### config.mk
export PLATFORM = sky130hd
export DESIGN_NAME = result_frame_packer
export DESIGN_NICKNAME = d
export VERILOG_FILES = /design/src/rtl/result_frame_packer.sv
export SDC_FILE = /design/constraint.sdc
export NUM_CORES = 1
export LEC_CHECK = 0
export CORE_MARGIN = 2
export CORE_UTILIZATION = 47
export CTS_CLUSTER_SIZE = 16
export DETAILED_ROUTE_END_ITERATION = 8
export PLACE_DENSITY = 0.73
export REMOVE_ABC_BUFFERS = 1
export SETUP_SLACK_MARGIN = 0.4
export SYNTH_ARGS = -nofsm -noshare
export SYNTH_HDL_FRONTEND = slang
export SYNTH_SLANG_ARGS = --single-unit
export TNS_END_PERCENT = 30
### constraint.sdc
create_clock -name clk -period 7.8 [get_ports clk]
set_clock_uncertainty 0.05 [all_clocks]
set_input_delay 1.17 -clock clk [delete_from_list [all_inputs] [get_ports clk]]
set_output_delay 1.17 -clock clk [all_outputs]
set_load 0.1 [all_outputs]
### src/rtl/result_frame_packer.sv
// Collects WINDOW result samples and streams count/sum/min/max
// as a 6-byte frame over a valid/ready byte interface.
module result_frame_packer #(
    parameter int unsigned WINDOW = 8,
    parameter logic [7:0]  HEADER = 8'hA5
) (
    input  logic       clk,
    input  logic       reset,
    input  logic [7:0] in_data,
    input  logic       in_valid,
    output logic       in_ready,
    input  logic       flush,
    output logic [7:0] out_data,
    output logic       out_valid,
    input  logic       out_ready,
    output logic       busy
);

    typedef enum logic {COLLECT, EMIT} state_t;

    state_t      state;
    state_t      state_next;

    logic [7:0]  count;
    logic [15:0] sum;
    logic [7:0]  acc_min;
    logic [7:0]  acc_max;

    logic [7:0]  frm_count;
    logic [15:0] frm_sum;
    logic [7:0]  frm_min;
    logic [7:0]  frm_max;

    logic [2:0]  idx;
    logic [2:0]  idx_next;
    logic [7:0]  byte_next;

    logic        accept;
    logic        close;
    logic        last_byte;
    logic [7:0]  nxt_count;
    logic [15:0] nxt_sum;
    logic [7:0]  nxt_min;
    logic [7:0]  nxt_max;

    assign in_ready = (state == COLLECT);
    assign busy     = (state == EMIT);

    // Statistics as they stand after this cycle's sample, if any
    always_comb begin
        accept    = in_valid && (state == COLLECT);
        nxt_count = count;
        nxt_sum   = sum;
        nxt_min   = acc_min;
        nxt_max   = acc_max;
        if (accept) begin
            nxt_count = count + 8'd1;
            nxt_sum   = sum + {8'd0, in_data};
            nxt_min   = (in_data < acc_min) ? in_data : acc_min;
            nxt_max   = (in_data > acc_max) ? in_data : acc_max;
        end
        close = (state == COLLECT) &&
                ((accept && (nxt_count == 8'(WINDOW))) ||
                 (flush && ((count != 8'd0) || accept)));
        last_byte = (state == EMIT) && out_valid && out_ready &&
                    (idx == 3'd5);
    end

    always_comb begin
        idx_next = idx + 3'd1;
        unique case (idx_next)
            3'd1:    byte_next = frm_count;
            3'd2:    byte_next = frm_sum[7:0];
            3'd3:    byte_next = frm_sum[15:8];
            3'd4:    byte_next = frm_min;
            3'd5:    byte_next = frm_max;
            default: byte_next = HEADER;
        endcase
    end

    always_comb begin
        state_next = state;
        unique case (state)
            COLLECT: if (close) state_next = EMIT;
            EMIT:    if (last_byte) state_next = COLLECT;
            default: state_next = COLLECT;
        endcase
    end

    always_ff @(posedge clk) begin
        if (reset) begin
            state <= COLLECT;
        end else begin
            state <= state_next;
        end
    end

    always_ff @(posedge clk) begin
        if (reset) begin
            count     <= 8'd0;
            sum       <= 16'd0;
            acc_min   <= 8'hFF;
            acc_max   <= 8'h00;
            frm_count <= 8'd0;
            frm_sum   <= 16'd0;
            frm_min   <= 8'd0;
            frm_max   <= 8'd0;
            idx       <= 3'd0;
            out_valid <= 1'b0;
            out_data  <= 8'd0;
        end else begin
            if (close) begin
                frm_count <= nxt_count;
                frm_sum   <= nxt_sum;
                frm_min   <= nxt_min;
                frm_max   <= nxt_max;
                count     <= 8'd0;
                sum       <= 16'd0;
                acc_min   <= 8'hFF;
                acc_max   <= 8'h00;
            end else if (accept) begin
                count   <= nxt_count;
                sum     <= nxt_sum;
                acc_min <= nxt_min;
                acc_max <= nxt_max;
            end
            // First EMIT cycle loads the header; later bytes advance on handshake
            if (state == EMIT) begin
                if (!out_valid) begin
                    out_valid <= 1'b1;
                    out_data  <= HEADER;
                    idx       <= 3'd0;
                end else if (out_ready) begin
                    if (idx == 3'd5) begin
                        out_valid <= 1'b0;
                        out_data  <= 8'd0;
                        idx       <= 3'd0;
                    end else begin
                        out_data <= byte_next;
                        idx      <= idx_next;
                    end
                end
            end
        end
    end

endmodule

## After elaboration in Yosys (flattened, before gate mapping)

Cells that the tools add are included.

- Bits in registers: 93
- Output and inout bits: 11
- Input bits: 13
- Word-level logic and storage cells: 57

- Magnitude comparators: 2
- Reduce and logical (&&, ||, !) cells: 12
- Eq/ne operators: 8
- Bitwise operators: 1
- Muxes and demuxes: 19
- Add/sub/neg operators: 3

Operators by type and width:

| cell | count |
|---|---|
| 2-to-1 mux 8 bit | 8 |
| case mux 8 bit (5 select lines) | 1 |
| adder 16 x 8 -> 16 bit | 1 |
| 2-to-1 mux 16 bit | 1 |
| equality test 3 bit (second input constant) | 3 |
| 2-to-1 mux 3 bit | 3 |
| adder 8 x 1 -> 8 bit (second input constant) | 1 |
| equality test 8 x 4 -> 1 bit (second input constant) | 1 |
| greater-than comparator 8 bit | 1 |
| less-than comparator 8 bit | 1 |
| nonzero test 8 bit | 1 |
| logical AND 1 bit | 7 |
| equality test 3 x 2 -> 1 bit (second input constant) | 2 |
| 2-to-1 mux 1 bit | 5 |
| adder 3 x 1 -> 3 bit (second input constant) | 1 |
| equality test 3 x 1 -> 1 bit (second input constant) | 1 |
| logical OR 1 bit | 2 |
| inequality test 2 x 1 -> 1 bit (second input constant) | 1 |
| case mux 1 bit (2 select lines) | 1 |
| AND reduction 2 bit | 1 |
| OR reduction 2 bit | 1 |
| NOT 1 bit | 1 |

## Depth between registers and ports, before layout

- Depth in word-level cells: 9
- Mapped depth: 13

## Worst setup path before layout

OpenSTA, ideal clock, no wires.

- Path kind: input to register
- Start: input in_data[7]
- End: register frm_max[0]
- Buffers on the path: 0
- Arrival time: 2.872 ns
- Setup slack: 4.758 ns
- Stages: 7
- Path through: ha_1 -> and4_1 -> a21oi_1 -> o21ai_0 -> a21oi_1 -> mux2i_1 -> o21ai_2

- Longest elaborated chain between the ends: 3

RTL lines:

| what | RTL line | source |
|---|---|---|
| from (decl) | 9 | `input logic [7:0] in_data,` |
| greater-than comparator 8 bit | 60 | `nxt_max = (in_data > acc_max) ? in_data : acc_max;` |
| 2-to-1 mux 8 bit | 60 |  |
| 2-to-1 mux 8 bit | 56 | `if (accept) begin` |
| to (signal assigned) | 116 | `frm_max <= nxt_max;` |
| to (decl) | 32 | `logic [7:0] frm_max;` |

No other way between the ends.
A chain may end at the register's enable or synchronous reset.

## Worst setup path in the final report

- Start: input in_valid
- End: register acc_max[7]

- Longest elaborated chain between the ends: 7
- Elaborated cells between the ends (all ways): 10
- Those cells by class: 1 x eq/ne; 2 x mux; 7 x reduce/logical

RTL lines:

| what | RTL line | source |
|---|---|---|
| from (decl) | 10 | `input logic in_valid,` |
| logical AND 1 bit (*) | 51 | `accept = in_valid && (state == COLLECT);` |
| 2-to-1 mux 8 bit | 56 |  |
| equality test 8 x 4 -> 1 bit | 63 | `((accept && (nxt_count == 8'(WINDOW))) \|\|` |
| logical AND 1 bit | 63 |  |
| logical OR 1 bit | 63 |  |
| logical AND 1 bit | 62 | `close = (state == COLLECT) &&` |
| OR reduction 2 bit (no line) | n/a |  |
| to (signal assigned) | 125 | `acc_max <= nxt_max;` |
| to (decl) | 27 | `logic [7:0] acc_max;` |

Every way passes the cells marked *; elsewhere a longest branch is shown, timed or not.

==> flow_results.org <==
** Die
- Measured along the y axis, the die boundary spans 104 um.
- For this configuration, the core starts out at a cell density of 0.480.
- Die ar. :: 10800 um2
- Ports placed on the boundary :: 24
- Die Width :: 104 um
- After floorplanning, the core was sized to cover 9730 um2.
- Row generation in the floorplan step produced 36 rows.

** Yosys
- Gate count after technology mapping :: 533
- Count of cell types in the netlist :: 57
- Syn Area/Cell :: 8.77 um2
- Share of flip-flops with an asynchronous set or reset :: 0
- Register area share after synthesis :: 0.398
- In the synthesized netlist the dominant register cell turns out to be sky130_fd_sc_hd__dfxtp_1.
- Yosys mapped a number of flops with a built-in enable equal to 0.
- Ys Warns :: 0
- Cell area after technology mapping :: 4670 um2
- Number of register bits inferred by synthesis :: 93

** Min path
- The tightest min-delay check is of the reg -> reg type.

** GRT
- GRT Util Overall :: 0.194
- Entering global routing, the biggest net connects 49 pins.
- The first global-routing pass estimated 17000 um of wire.
- Final global-route overflow total :: 0
- The number of antenna violations at the first check in global routing is 0.
- The via count of the first global-routing pass is 3524.

** CTS
- Insertion delay of the later-clocked pin in the worst-skew pair :: between 0.3 and 0.4 ns
- Quantity of hold-fixing buffers added after cts :: 0
- The clock drives 93 sinks.
- TritonCTS built the clock tree.
- CTS placed an instance of sky130_fd_sc_hd__clkbuf_8 at the clock tree root.
- The clock passes through at most 2 buffers.
- After clock tree synthesis, the setup repair step added 0 buffers.
- Clock-pin transition on the worst setup and hold timing paths :: 0.09 ns
- Number of buffers created by CTS :: 9
- The H-tree generated during clock tree synthesis spans 3 levels.
- Gates resized during post-CTS repair numbered 0.

** Finish
- Area Growth Syn to Fin :: 9.58%
- Number of inserted diodes :: 0
- Most frequent cells in the layout :: sky130_fd_sc_hd__dfxtp_1, sky130_fd_sc_hd__nand2_1, sky130_fd_sc_hd__nor2_1, sky130_fd_sc_hd__o21ai_2
- Most common library cell in the layout ignoring fill and taps :: sky130_fd_sc_hd__dfxtp_1
- Net count, final :: 583
- Once layout is complete, the utilization of the core stands at 0.526.
- In the final layout, the share of cells above drive strength 1 is 0.115.

** Worst setup path
- Data on the critical path arrives at its endpoint at 3.87 ns.
- Critical path required time :: 7.96 ns
- The worst setup path is captured at a flop.
- Along the worst path, the maximum fanout reaches 32.
- Start-to-end type of the worst setup path :: in -> reg
- CP Launch Type :: input pin

** Placed design
- Routability Congestion :: 0.844
- Number of I/O port buffers :: 23
- The wire-length estimate of the detail-placed layout is 7240 um.

** Routing
- Once detail routing completed, the nets flagged for antenna violations numbered 0.
- In the final routed layout, each cell accounts on average for 14.7 um.
- Detailed Routing Iterations Pass 1 :: 4
- Remaining DRCs :: 0
- The final route contains 3653 vias.
- Wires add up to 10000 um.
- Initial DRC Count :: 209
- Via-per-instance ratio :: between 5 and 6

** Timing
- Setup repair after global routing left no endpoint under its margin.
- Final max-slew violation count :: 0
- Final hold analysis gives a worst-case slack of around 0.40 ns.
- Least-Margin Pin Slew :: about 1.1 ns
- The count of final hold-check violations is 0.
- Highest clock frequency the design can meet :: 0.270 GHz
- Shortest clock period the worst path allows after layout :: 3.71 ns
- Setup violations, final :: 0
- Of the available clock period, the critical path in the final layout requires 0.476.
- After routing, the total negative slack on setup checks comes to 0 ns.
- Worst slew margin :: 0.235

** Flow run
- Across the run, the number of max-cap violations was 0.

** Pwr
- Static leakage :: 2.02 nW
- P per Cell Area :: 207 nW/um2
- IR analysis of the VDD net gives a maximum drop of 0.0000869 V.

** Run status
- Run status :: complete, no violations
-- kinds of logic (layout without fill, tap and decap cells) --
group | after synthesis | count (layout) | share of synthesized area
AND/OR/NAND/NOR | 185 | 185 | 0.181
XOR/XNOR | 20 | 20 | 0.0375
multiplexers | 27 | 27 | 0.0581
adder cells (fa/ha/maj) | 27 | 27 | 0.0739
flip-flops | 93 | 93 | 0.398
AO/OA/AOI/OAI | 125 | 125 | 0.195
buffers and inverters | 56 | 71 | 0.0565
-- state kept, by name (all words and copies together), names as in the netlist, 8 cells and up --
signal,flops
sum,16
frm_min,8
frm_count,8
acc_max,8
frm_max,8
count,8
out_data,8
frm_sum,16
acc_min,8
-- cell usage after synthesis (all sizes together), types with 4 or more instances --
cell	count	area (um2)
buf	13	103
nand2b	5	31.3
clkbuf	14	52.6
dfxtp	93	1860
a21oi	29	145
nand3	6	30.0
nor3b	4	30.0
nand2	71	267
ha	26	325
o21ai	56	427
or3	4	25.0
nor2	57	214
nand4	5	31.3
xnor2	12	105
a21o	4	30.0
inv	29	109
o21a	5	37.5
mux2i	26	260
nor2b	7	43.8
nor3	11	55.1
xor2	8	70.1
-- report_power, final --
part | switching, mW | total [mW] | internal (mW)
sequential | 0.0225 | 0.529 | 0.506
clock | 0.170 | 0.296 | 0.125
combinational | 0.157 | 0.238 | 0.0806
total | 0.350 | 1.06 | 0.712
-- per-stage QoR --
stage	cell area, um2	std cells	setup WS (ns)	total power [mW]
after CTS	5120	681	4.04	1.07
after detailed placement	4940	665	3.66	0.778
final	5120	681	4.09	1.06
after floorplan	4520	506	3.92	0.709
after global placement	4940	665	3.73	0.771
after global routing	5120	681	3.81	1.11
-- area by class of cell --
class / count / area, um2
clock inverters: 5 / 35.0
well taps: 133 / 166
multi-input cells: 384 / 2550
repair buffers: 26 / 253
inverters: 29 / 109
flip-flops and latches: 93 / 1860
clock buffers: 11 / 141
fillers: 897 / 4610
-- worst max-delay path: stages --
cell and delay (ns):
sky130_fd_sc_hd__clkdlybuf4s50_1 0.49, sky130_fd_sc_hd__nand2b_1 0.06, sky130_fd_sc_hd__buf_4 0.20, sky130_fd_sc_hd__or4_4 0.52
sky130_fd_sc_hd__a211oi_2 0.30, sky130_fd_sc_hd__nand2_1 0.12, sky130_fd_sc_hd__nand2_1 0.86, sky130_fd_sc_hd__nor2_1 0.13
-- path summary, 6_finish.rpt --
kind                     from     endpoint  slack [ns]  depth (start not counted)
setup / recovery     in_valid   acc_max[7]        4.09                          8
hold / removal    out_data[3]  out_data[3]        0.40                          2
setup reg to reg         busy   acc_max[7]        4.82                          7
hold reg to reg   out_data[3]  out_data[3]        0.40                          2
-- routing by layer --
metal  part of all wire  wire (um)  track usage  vias up
met2               0.48       4850        0.340       66
li1                   -          -            -     1861
met1               0.46       4670        0.249     1715
met4              0.014        144       0.0676        0
met3              0.038        378       0.0220       11
met5                  0          0            0        -
Power figures use the tool's default switching activity.
==> variant, RTL diff (same flow settings) <==
Make the reset (`reset`) asynchronous in 2 clocked blocks.
--- a/src/rtl/result_frame_packer.sv
+++ b/src/rtl/result_frame_packer.sv
@@ -89,3 +89,3 @@
 
-    always_ff @(posedge clk) begin
+    always_ff @(posedge clk or posedge reset) begin
         if (reset) begin
@@ -97,3 +97,3 @@
 
-    always_ff @(posedge clk) begin
+    always_ff @(posedge clk or posedge reset) begin
         if (reset) begin
Function: differs if reset is asserted again (counterexample within 4 cycles, from zero or initial values and one cycle with reset high); with reset held inactive, the same outputs for 4 cycles.
==> variant against the original RTL <==
First-iteration DRC count grew 62%; hold slack gained 0.032 ns; sequential cell count is the same; worst setup slack lost 0.70 ns; non-clock buffer count is the same; routed wire length grew 18%; area after synthesis grew 11%; design area grew 12%; highest routed layer unchanged.
Power is not compared: it rests on default switching activity, and its combinational part moved more than twofold at a synthesized area within 25%.
==> variant: results (changes against the original RTL) <==
metric,value,unit,change
synthTopCellsByCount,"85 x dfrtp_1, 58 x nand2_1, 48 x nor2_1",,
holdPathEnd,out_data[4],,
yosys-top-cells-area,"dfrtp_1 41%, ha_1 6.3%, mux2i_1 5.4%",,
drt-initial-drc-count,339,,+62%
track_usage,0.2136,,+0.01913
cp.arrival,4.59,ns,+0.72 ns
grt_use_met1,0.2819,,+0.03285
crit_slowest_cell,a31o_2,,
diodes,0,,unchanged
layout-drive-gt1-share,0.07804,,-0.03692
synthDistinctLibCells,68,,+19%
slowest_delay,0.78,ns,-0.08 ns
r2r_start,busy,,
drt_wl_total,11.83,mm,+18%
ys_seq_area_frac,0.4504,,+0.05205
gp_congestion,0.8430,,about the same
drt-pass1-iter-count,5,,+1
ys_async_sr_fraction,1.000,,+1.000
place_hpwl,8.495,mm,+17%
path_max_fanout,38,,+19%
status,finished clean,,
use_met3,0.03527,,+0.01324
grt_max_degree,92,,+88%
reg2reg_to,acc_max[0],,
grt_pass1_wl,19.57,mm,+15%
tightest_slew,1.171,ns,+0.02617 ns
reg2reg_slack,4.22,ns,-0.60 ns
dp_slack,3.113,ns,-0.5443 ns
vias,4044,,+11%
hold_slack,0.4353,ns,+0.03158 ns
hp-start,out_data[4],,
num-nets-final,586,,+0.51%
variant: worst max path at each step:
stage	cells past startpoint	slack [ns]	from	to
2_1_floorplan	1	4.17	reset	acc_max[0]
3_3_place_gp	7	3.19	in_valid	acc_max[0]
3_5_place_dp	7	3.11	in_valid	acc_max[7]
4_1_cts	7	3.48	in_valid	acc_max[0]
5_1_grt	7	3.22	in_valid	acc_max[0]
6_report	7	3.39	in_valid	acc_max[0]
variant: logic make-up (layout without fill, tap and decap cells):
logic type,after synthesis,after routing,synth area share
AND/OR/NAND/NOR,163,163,0.1466
AO/OA/AOI/OAI,153,153,0.2074
flip-flops,93,93,0.4504
buffers and inverters,50,69,0.04316
multiplexers,30,30,0.05884
adder cells (fa/ha/maj),27,27,0.06655
XOR/XNOR,16,16,0.02701
variant: power by group:
| part | internal, mW | switching, mW | leakage (nW) |
|---|---|---|---|
| Clock | 0.182 | 0.170 | 0.104 |
| Combinational | 0.292 | 0.562 | 1.22 |
| Sequential | 0.612 | 0.115 | 1.18 |
variant: through the flow:
stage	cell area, µm²	util	cells
floorplan	5066	-	509
global placement	5495	0.5092	675
detailed placement	5495	0.5092	675
CTS	5712	0.5292	691
global route	5712	0.5292	691
finish	5712	0.5292	691
variant: metal layers:
layer / share of wire / up-vias
met1: 0.44 / 1953
met3: 0.053 / 23
met5: 0 / -
met4: 0.027 / 0
li1: - / 1950
met2: 0.48 / 118
variant: worst max-delay path: cells and delay by family:
kind	cells	cell delay [ns]
AO/OA/AOI/OAI	3	1.33
buffers and inverters	1	0.53
AND/OR/NAND/NOR	2	0.97
XOR/XNOR	1	0.57
variant: layout make-up:
class / count / area, µm²
multi-input cells: 389 / 2628
well taps: 140 / 175.2
repair buffers: 26 / 252.7
inverters: 27 / 102.6
fillers: 939 / 5081
clock inverters: 5 / 85.08
flip-flops and latches: 93 / 2337
clock buffers: 11 / 131.4
